File: src/rtl/serial_adder.sv
// Bit-serial WIDTH-bit adder: one full_adder cell, LSB first, carry registered between bits.
// Latency: operands accepted on edge E0, out_valid high after edge E0+WIDTH (WIDTH+1 cycles min, +1 to re-arm).
// Backpressure: result held in DONE until out_ready; in_ready stays low from acceptance until DONE exits.
//
// Ports: clk/rst_n (async active-low), in_valid/in_ready + a, b, c_in (operand side),
//        out_valid/out_ready + sum, c_out (result side), busy (high in RUN or DONE).
// Optional macro SERIAL_ADDER_SUB_EN adds input `sub`: when set at acceptance the block computes a - b
// (b inverted, carry forced to 1); c_out=1 then means no borrow.

module full_adder (
    input  logic x,
    input  logic y,
    input  logic c_in,
    output logic s,
    output logic c_out
);
    assign s     = x ^ y ^ c_in;
    assign c_out = (x & y) | (c_in & (x ^ y));
endmodule

module serial_adder #(
    parameter int WIDTH = 8
) (
    input  logic             clk,
    input  logic             rst_n,
    input  logic             in_valid,
    output logic             in_ready,
    input  logic [WIDTH-1:0] a,
    input  logic [WIDTH-1:0] b,
    input  logic             c_in,
`ifdef SERIAL_ADDER_SUB_EN
    input  logic             sub,
`endif
    output logic             out_valid,
    input  logic             out_ready,
    output logic [WIDTH-1:0] sum,
    output logic             c_out,
    output logic             busy
);
    localparam int CW = (WIDTH > 1) ? $clog2(WIDTH) : 1;
    localparam logic [CW-1:0] LAST = CW'(WIDTH - 1);

    typedef enum logic [1:0] {S_IDLE, S_RUN, S_DONE} state_t;

    state_t          state_q, state_d;
    logic [WIDTH-1:0] a_sr, b_sr, sum_sr, sum_q, sum_nxt;
    logic [WIDTH-1:0] b_load;
    logic            carry_q, cout_q, c_load;
    logic [CW-1:0]   cnt_q;
    logic            fa_s, fa_c;
    logic            accept, last_bit;

    full_adder u_fa (
        .x     (a_sr[0]),
        .y     (b_sr[0]),
        .c_in  (carry_q),
        .s     (fa_s),
        .c_out (fa_c)
    );

`ifdef SERIAL_ADDER_SUB_EN
    // Two's-complement subtract: a + ~b + 1.
    assign b_load = sub ? ~b : b;
    assign c_load = sub ? 1'b1 : c_in;
`else
    assign b_load = b;
    assign c_load = c_in;
`endif

    assign accept   = in_valid && (state_q == S_IDLE);
    assign last_bit = (state_q == S_RUN) && (cnt_q == LAST);

    // New sum bit enters at the MSB; after WIDTH shifts bit 0 lands at the LSB.
    assign sum_nxt = WIDTH'({fa_s, sum_sr} >> 1);

    always_comb begin
        state_d   = state_q;
        in_ready  = 1'b0;
        out_valid = 1'b0;
        busy      = 1'b0;
        case (state_q)
            S_IDLE: begin
                in_ready = 1'b1;
                if (in_valid) state_d = S_RUN;
            end
            S_RUN: begin
                busy = 1'b1;
                if (cnt_q == LAST) state_d = S_DONE;
            end
            S_DONE: begin
                busy      = 1'b1;
                out_valid = 1'b1;
                if (out_ready) state_d = S_IDLE;
            end
            default: state_d = S_IDLE;
        endcase
    end

    always_ff @(posedge clk or negedge rst_n) begin
        if (!rst_n) state_q <= S_IDLE;
        else        state_q <= state_d;
    end

    // sum_sr is the working shifter; sum_q/cout_q are loaded only on the last bit so the
    // visible result stays frozen from DONE until the next DONE.
    always_ff @(posedge clk or negedge rst_n) begin
        if (!rst_n) begin
            a_sr    <= '0;
            b_sr    <= '0;
            sum_sr  <= '0;
            sum_q   <= '0;
            carry_q <= 1'b0;
            cout_q  <= 1'b0;
            cnt_q   <= '0;
        end else if (accept) begin
            a_sr    <= a;
            b_sr    <= b_load;
            carry_q <= c_load;
            cnt_q   <= '0;
        end else if (state_q == S_RUN) begin
            a_sr    <= a_sr >> 1;
            b_sr    <= b_sr >> 1;
            carry_q <= fa_c;
            sum_sr  <= sum_nxt;
            cnt_q   <= cnt_q + CW'(1);
            if (last_bit) begin
                sum_q  <= sum_nxt;
                cout_q <= fa_c;
            end
        end
    end

    assign sum   = sum_q;
    assign c_out = cout_q;
endmodule

File: config.mk
export PLATFORM = sky130hd
export DESIGN_NAME = serial_adder
export DESIGN_NICKNAME = d
export VERILOG_FILES = /design/src/rtl/serial_adder.sv
export SDC_FILE = /design/constraint.sdc
export NUM_CORES = 1
export LEC_CHECK = 0
export ABC_AREA = 1
export CORE_MARGIN = 2
export CORE_UTILIZATION = 53
export CTS_BUF_LIST = sky130_fd_sc_hd__clkbuf_2 sky130_fd_sc_hd__clkbuf_4 sky130_fd_sc_hd__clkbuf_8
export DETAILED_ROUTE_END_ITERATION = 16
export MAX_ROUTING_LAYER = met4
export PLACE_DENSITY = 0.83
export SLEW_MARGIN = 25
export SYNTH_ARGS = -nofsm -noshare
export SYNTH_HDL_FRONTEND = slang
export SYNTH_SLANG_ARGS = --single-unit
File: constraint.sdc
create_clock -name clk -period 1.6 [get_ports clk]
set_clock_uncertainty 0.2 [all_clocks]
set_input_delay 0.24 -clock clk [delete_from_list [all_inputs] [get_ports clk]]
set_output_delay 0.24 -clock clk [all_outputs]
set_load 0.02 [all_outputs]
Word level (Yosys, flattened, before mapping). Index checks and enable logic that the tools add are counted.

Add/subtract/negate cells: 1. Equal/unequal tests: 6. Multiplexer cells: 15. Bitwise operators: 6. Reduce and logical (&&, ||, !) cells: 8.

Operators with widths (number): 8-bit two-way mux (4); 2-bit two-way mux (3); 3-bit two-way mux (2); 2-bit != test (second input constant) (3); 2-bit one-hot mux with 3 select lines (1); 3-bit AND reduction (2); 1-bit two-way mux (5); 3-bit by 1-bit adder with 3-bit output (second input constant) (1); 3-bit equality test (second input constant) (1); 1-bit bitwise AND (2); 2-bit by 1-bit equality test with 1-bit output (second input constant) (1); 2-bit equality test (second input constant) (1); 1-bit logical AND (2); 2-bit zero test (1); 2-bit AND reduction (1); 2-bit nonzero test (1); 2-bit OR reduction (1); 1-bit XOR (2); 1-bit NOT (1); 1-bit OR (1).

Flip-flop bits (word level): 39. Input port bits: 21. Output and inout bits: 12. Logic and storage cells: 44.

Longest topological paths before layout.
Word-level depth: 5. Depth in mapped cells: 9. Mapped depth without buffers: 7.

Modules after synthesis. A second synthesis with hierarchy kept.

Cells, all modules: 189. Area, all modules: 1813.0 µm².

Modules (own cells, without submodules): serial_adder (times used 1, cells each 188, area an instance 1793.0 µm²); full_adder (times used 1, cells each 1, area an instance 20.0 µm²).

Least setup slack after synthesis. OpenSTA, ideal clock, no wires.

Path kind: reg-to-reg. From: reg state_q[0]. To: reg a_sr[0]. Setup time: 124 ps. Data arrival time: 1302 ps. Setup slack: -26 ps. Cell stages (with the launch flop): 9. Path buffers: 1. Period minus slack after synthesis: 1626 ps. Cells stage by stage: dfrtp_1 > inv_1 > ha_1 > nand2_2 > nand2_4 > inv_4 > buf_6 > nand2_1 > nand3_1.

Word-level cells in the longest chain between the ends: 3. Elaborated cells on any way between the ends: 5. Classes of those cells: eq/ne (1); mux (1); reduce/logical (3).

RTL lines: start, declared (line 45) `state_t state_q, state_d;`; start signal, assigned (line 101) `else state_q <= state_d;`; 2-bit zero test (line 70) `assign accept = in_valid && (state_q == S_IDLE);`; 1-bit logical AND (line 70); 8-bit two-way mux or 2-bit nonzero test (tied branches); end signal, assigned (line 121) `a_sr <= a_sr >> 1;`; end, declared (line 46) `logic [WIDTH-1:0] a_sr, b_sr, sum_sr, sum_q, sum_nxt;`.

Parallel ways exist; a longest one is shown, timed or not. A chain may end at the register's enable or synchronous reset.

Worst setup path after layout.
From: reg state_q[0]. To: out out_valid.

Word-level cells in the longest chain between the ends: 2.

RTL lines: 2-bit equality test (line 81) `case (state_q)`; 1-bit two-way mux (line 81); end, declared (line 34) `output logic out_valid,`.

No other way between the ends.

==> key figures <==
Status
  – Status: complete, but fails checks
  – Failing checks: negative setup slack

Finish
  – Most frequent cells in the layout: nand2_1, dfrtp_1, clkdlybuf4s50_1, inv_1, nand3_1
  – Ant diodes: 0
  – Layout filler cell count: 232
  – Nets@finish: 268
  – Layout cells sized above 1: 24.9%
  – Commonest non-fill, non-tap cell in the layout: nand2_1
  – Finished Layout Cells: 285
  – Synthesis-to-layout area growth: 39.6%

Floorplanning
  – Io pins: 33
  – Core area: 3100 um2
  – Die area: 3770 um2
  – Die Y: 61.4 um
  – Rows: 20
  – Die width: 61.4 um
  – Initial core utilization: 56.3%

Synth
  – Adder-cell share of the synthesized area: 5.45%
  – Area share of the largest cell type after synthesis: 54.5%
  – Unique masters post-synth: 17
  – Post-Syn Area: 1750 um2
  – Avg Synthesized Cell Area: 9.19 um2
  – Syn Nets: 218
  – Largest area contributor in the netlist: dfrtp_1
  – Synth warnings: 0
  – Post-synthesis simple-gate area fraction: 25.1%
  – Compound-cell area share of the yosys netlist: 6.81%
  – Dominant cells by area after synthesis: dfrtp_1, nand2_1, nand3_1, o21ai_2, ha_1
  – Sequential share of the synthesized area: 54.5%
  – Largest family of logic cells by synthesized area: simple AND/OR/NAND/NOR gates
  – Post-Synth XOR/XNOR Area: 0%
  – Post-synthesis cell count: 190
  – Mux cell area share after synthesis: 0%
  – Yosys reg bits: 38

Global routing
  – GRT overflow: 0
  – GRT Total Usage: 22.0%
  – Initial antenna violation count: 0
  – Pin count of the biggest net entering global routing: 39
  – Vias in the first global route: 1,321
  – Met1 usage: 25.9%
  – Most used routing layer: met2
  – First-pass GRT wire length: 5730 um
  – Met3 usage: 7.14%
  – Met2 Use GR: 35.0%

Critical path
  – Critical path data arrival time: 1.24 ns
  – Startpoint types: flop
  – Crit path required time: 1.16 ns
  – Setup CP Type: flop to output pin
  – Worst setup EP type: output pin
  – Crit-path max FO: 2

Power and ir drop
  – Comb power frac: 47.1%
  – Int Pwr: 0.00230 W
  – PD cells: 1590 nW/um2
  – Static leakage: 1.19 nW
  – Overall Power: 0.00387 W
  – Worst VDD drop: 0.911 mV
  – Clock power frac: 14.1%
  – Switching Power: 0.00157 W
  – Flop pwr share: 38.8%
  – Switching share of power: 40.5%

Clocking
  – CTS Buf Count: 5
  – Clk_lat worst skew: 0.35 ns
  – CTS Root Cell: clkbuf_4
  – Htree depth: 2
  – Worst-case clock buffer depth: 2
  – TritonCTS Sinks: 38
  – CTS tree: built
  – CTS clk-pin slew, worst paths: 0.12 ns

Timing
  – PnR worst setup slack: -0.0754 ns
  – Tcrit/Tclk final: 105%
  – Slew HR: 84.4%
  – Fin. max-slew vios: 0
  – Final Setup Violations: 2
  – Crit path time final: 1.68 ns
  – Setup TNS: -0.0951 ns
  – Least-Margin Pin Slew: 0.233 ns
  – Fmax: 0.597 GHz
  – RSZ-0062 raised after global routing: yes
  – Final hold vios: 0

Detailed routing
  – Initial DRC count: 61
  – Drt total wl: 3920 um
  – Vias: 1,461
  – DRC violations left: 0
  – ANT nets after route: 0
  – WL/cell: 13.8 um
  – Vias per inst: 5.13
  – Drt first pass iters: 4

Place
  – Hpwl dp: 2190 um
  – Placer Congestion: 0.705
  – PortBufs: 32
  – DP Cell Count: 269

Hold path
  – HP Class: primary input to asynchronous set/reset pin

Job
  – Max-cap viol count: 0
==> per-stage QoR <==
step	hold WS [ns]	util [%]	setup WS, ns	area [um2]
floorplan	-0.256	-	0.0544	1750
global placement	0.0179	69.2	-0.113	2150
detailed placement	0.0233	69.2	-0.138	2150
CTS	0.180	73.7	-0.0488	2290
global route	0.175	78.5	-0.106	2440
finish	0.162	78.5	-0.0754	2440
==> cell families (layout without fill, tap and decap cells) <==
| family | Yosys count | in the layout |
|---|---|---|
| buffers and inverters | 25 | 73 |
| AOI/OAI and AO/OA | 17 | 17 |
| DFF | 38 | 38 |
| and+or+nand+nor | 103 | 106 |
| adders and majority gates | 7 | 7 |
==> cells in the mapped netlist <==
cell and count:
nand4_1 2, inv_1 15, nand3_4 1, nand2_2 2
nand2_4 1, buf_6 6, fa_1 1, o21ai_0 7
dfrtp_1 38, o21ai_1 1, nand2_1 81, inv_4 1
ha_1 6, nand3_1 16, o21ai_2 9, buf_2 1
inv_2 2
==> power groups by stage <==
stage	Combinational, W	Sequential (W)	Clock [W]
5_1_grt	0.00199	0.00155	0.000602
4_1_cts	0.00153	0.00148	0.000547
6_report	0.00182	0.00150	0.000547
3_3_place_gp	0.00135	0.00148	0
2_1_floorplan	0.000988	0.00149	0
3_5_place_dp	0.00141	0.00150	0
==> flip-flops by register name, summed over array words and instances, names as in the netlist <==
name     count
state_q      2
carry_q      1
b_sr         8
c_out        1
a_sr         8
sum          8
cnt_q        3
sum_sr       7
==> metal layers <==
metal | part of all wire (%) | vias to the layer above
met3 | 4.9 | 13
met4 | 1.7 | 0
li1 | - | 697
met1 | 41 | 697
met2 | 52 | 54
met5 | 0 | -
==> repair_timing <==
action / 4_1_cts / 5_1_grt
hold endpoints to repair: 38 / 0
buffers inserted: 1 / 3
gates cloned: 1 / 2
hold buffers: 1 / 0
setup endpoints to repair: 37 / 31
pin swaps: 1 / 2
gates resized for setup: 39 / 22
==> worst max-delay path, stage by stage (launching register included) <==
cell and delay, ns:
dfrtp_1 0.40, inv_2 0.09, buf_6 0.11, ha_4 0.15
buf_6 0.13
==> worst paths after layout <==
check                           startpoint   endpoint  slack, ns  depth (start not counted)
worst max-delay path            state_q[0]  out_valid      -0.08                          4
worst min-delay path                 rst_n     sum[1]       0.16                          3
worst max register to register  state_q[1]    b_sr[5]       0.03                          9
worst min register to register     a_sr[7]    a_sr[7]       0.28                          2
max in group asynchronous            rst_n    b_sr[6]       0.84                          3
min in group clk                      a[7]    a_sr[7]       0.22                          3
==> layout make-up <==
type	count	area, um2	share of cell area (%)
multi-input cells	130	807	33.1
repair buffers	47	483	19.8
clock buffers	6	51.3	2.10
inverters	18	77.6	3.18
clock inverters	2	12.5	0.513
well taps	44	55.1	2.26
flip-flops and latches	38	951	39.0
No activity file was read; power rests on OpenSTA's default activity.
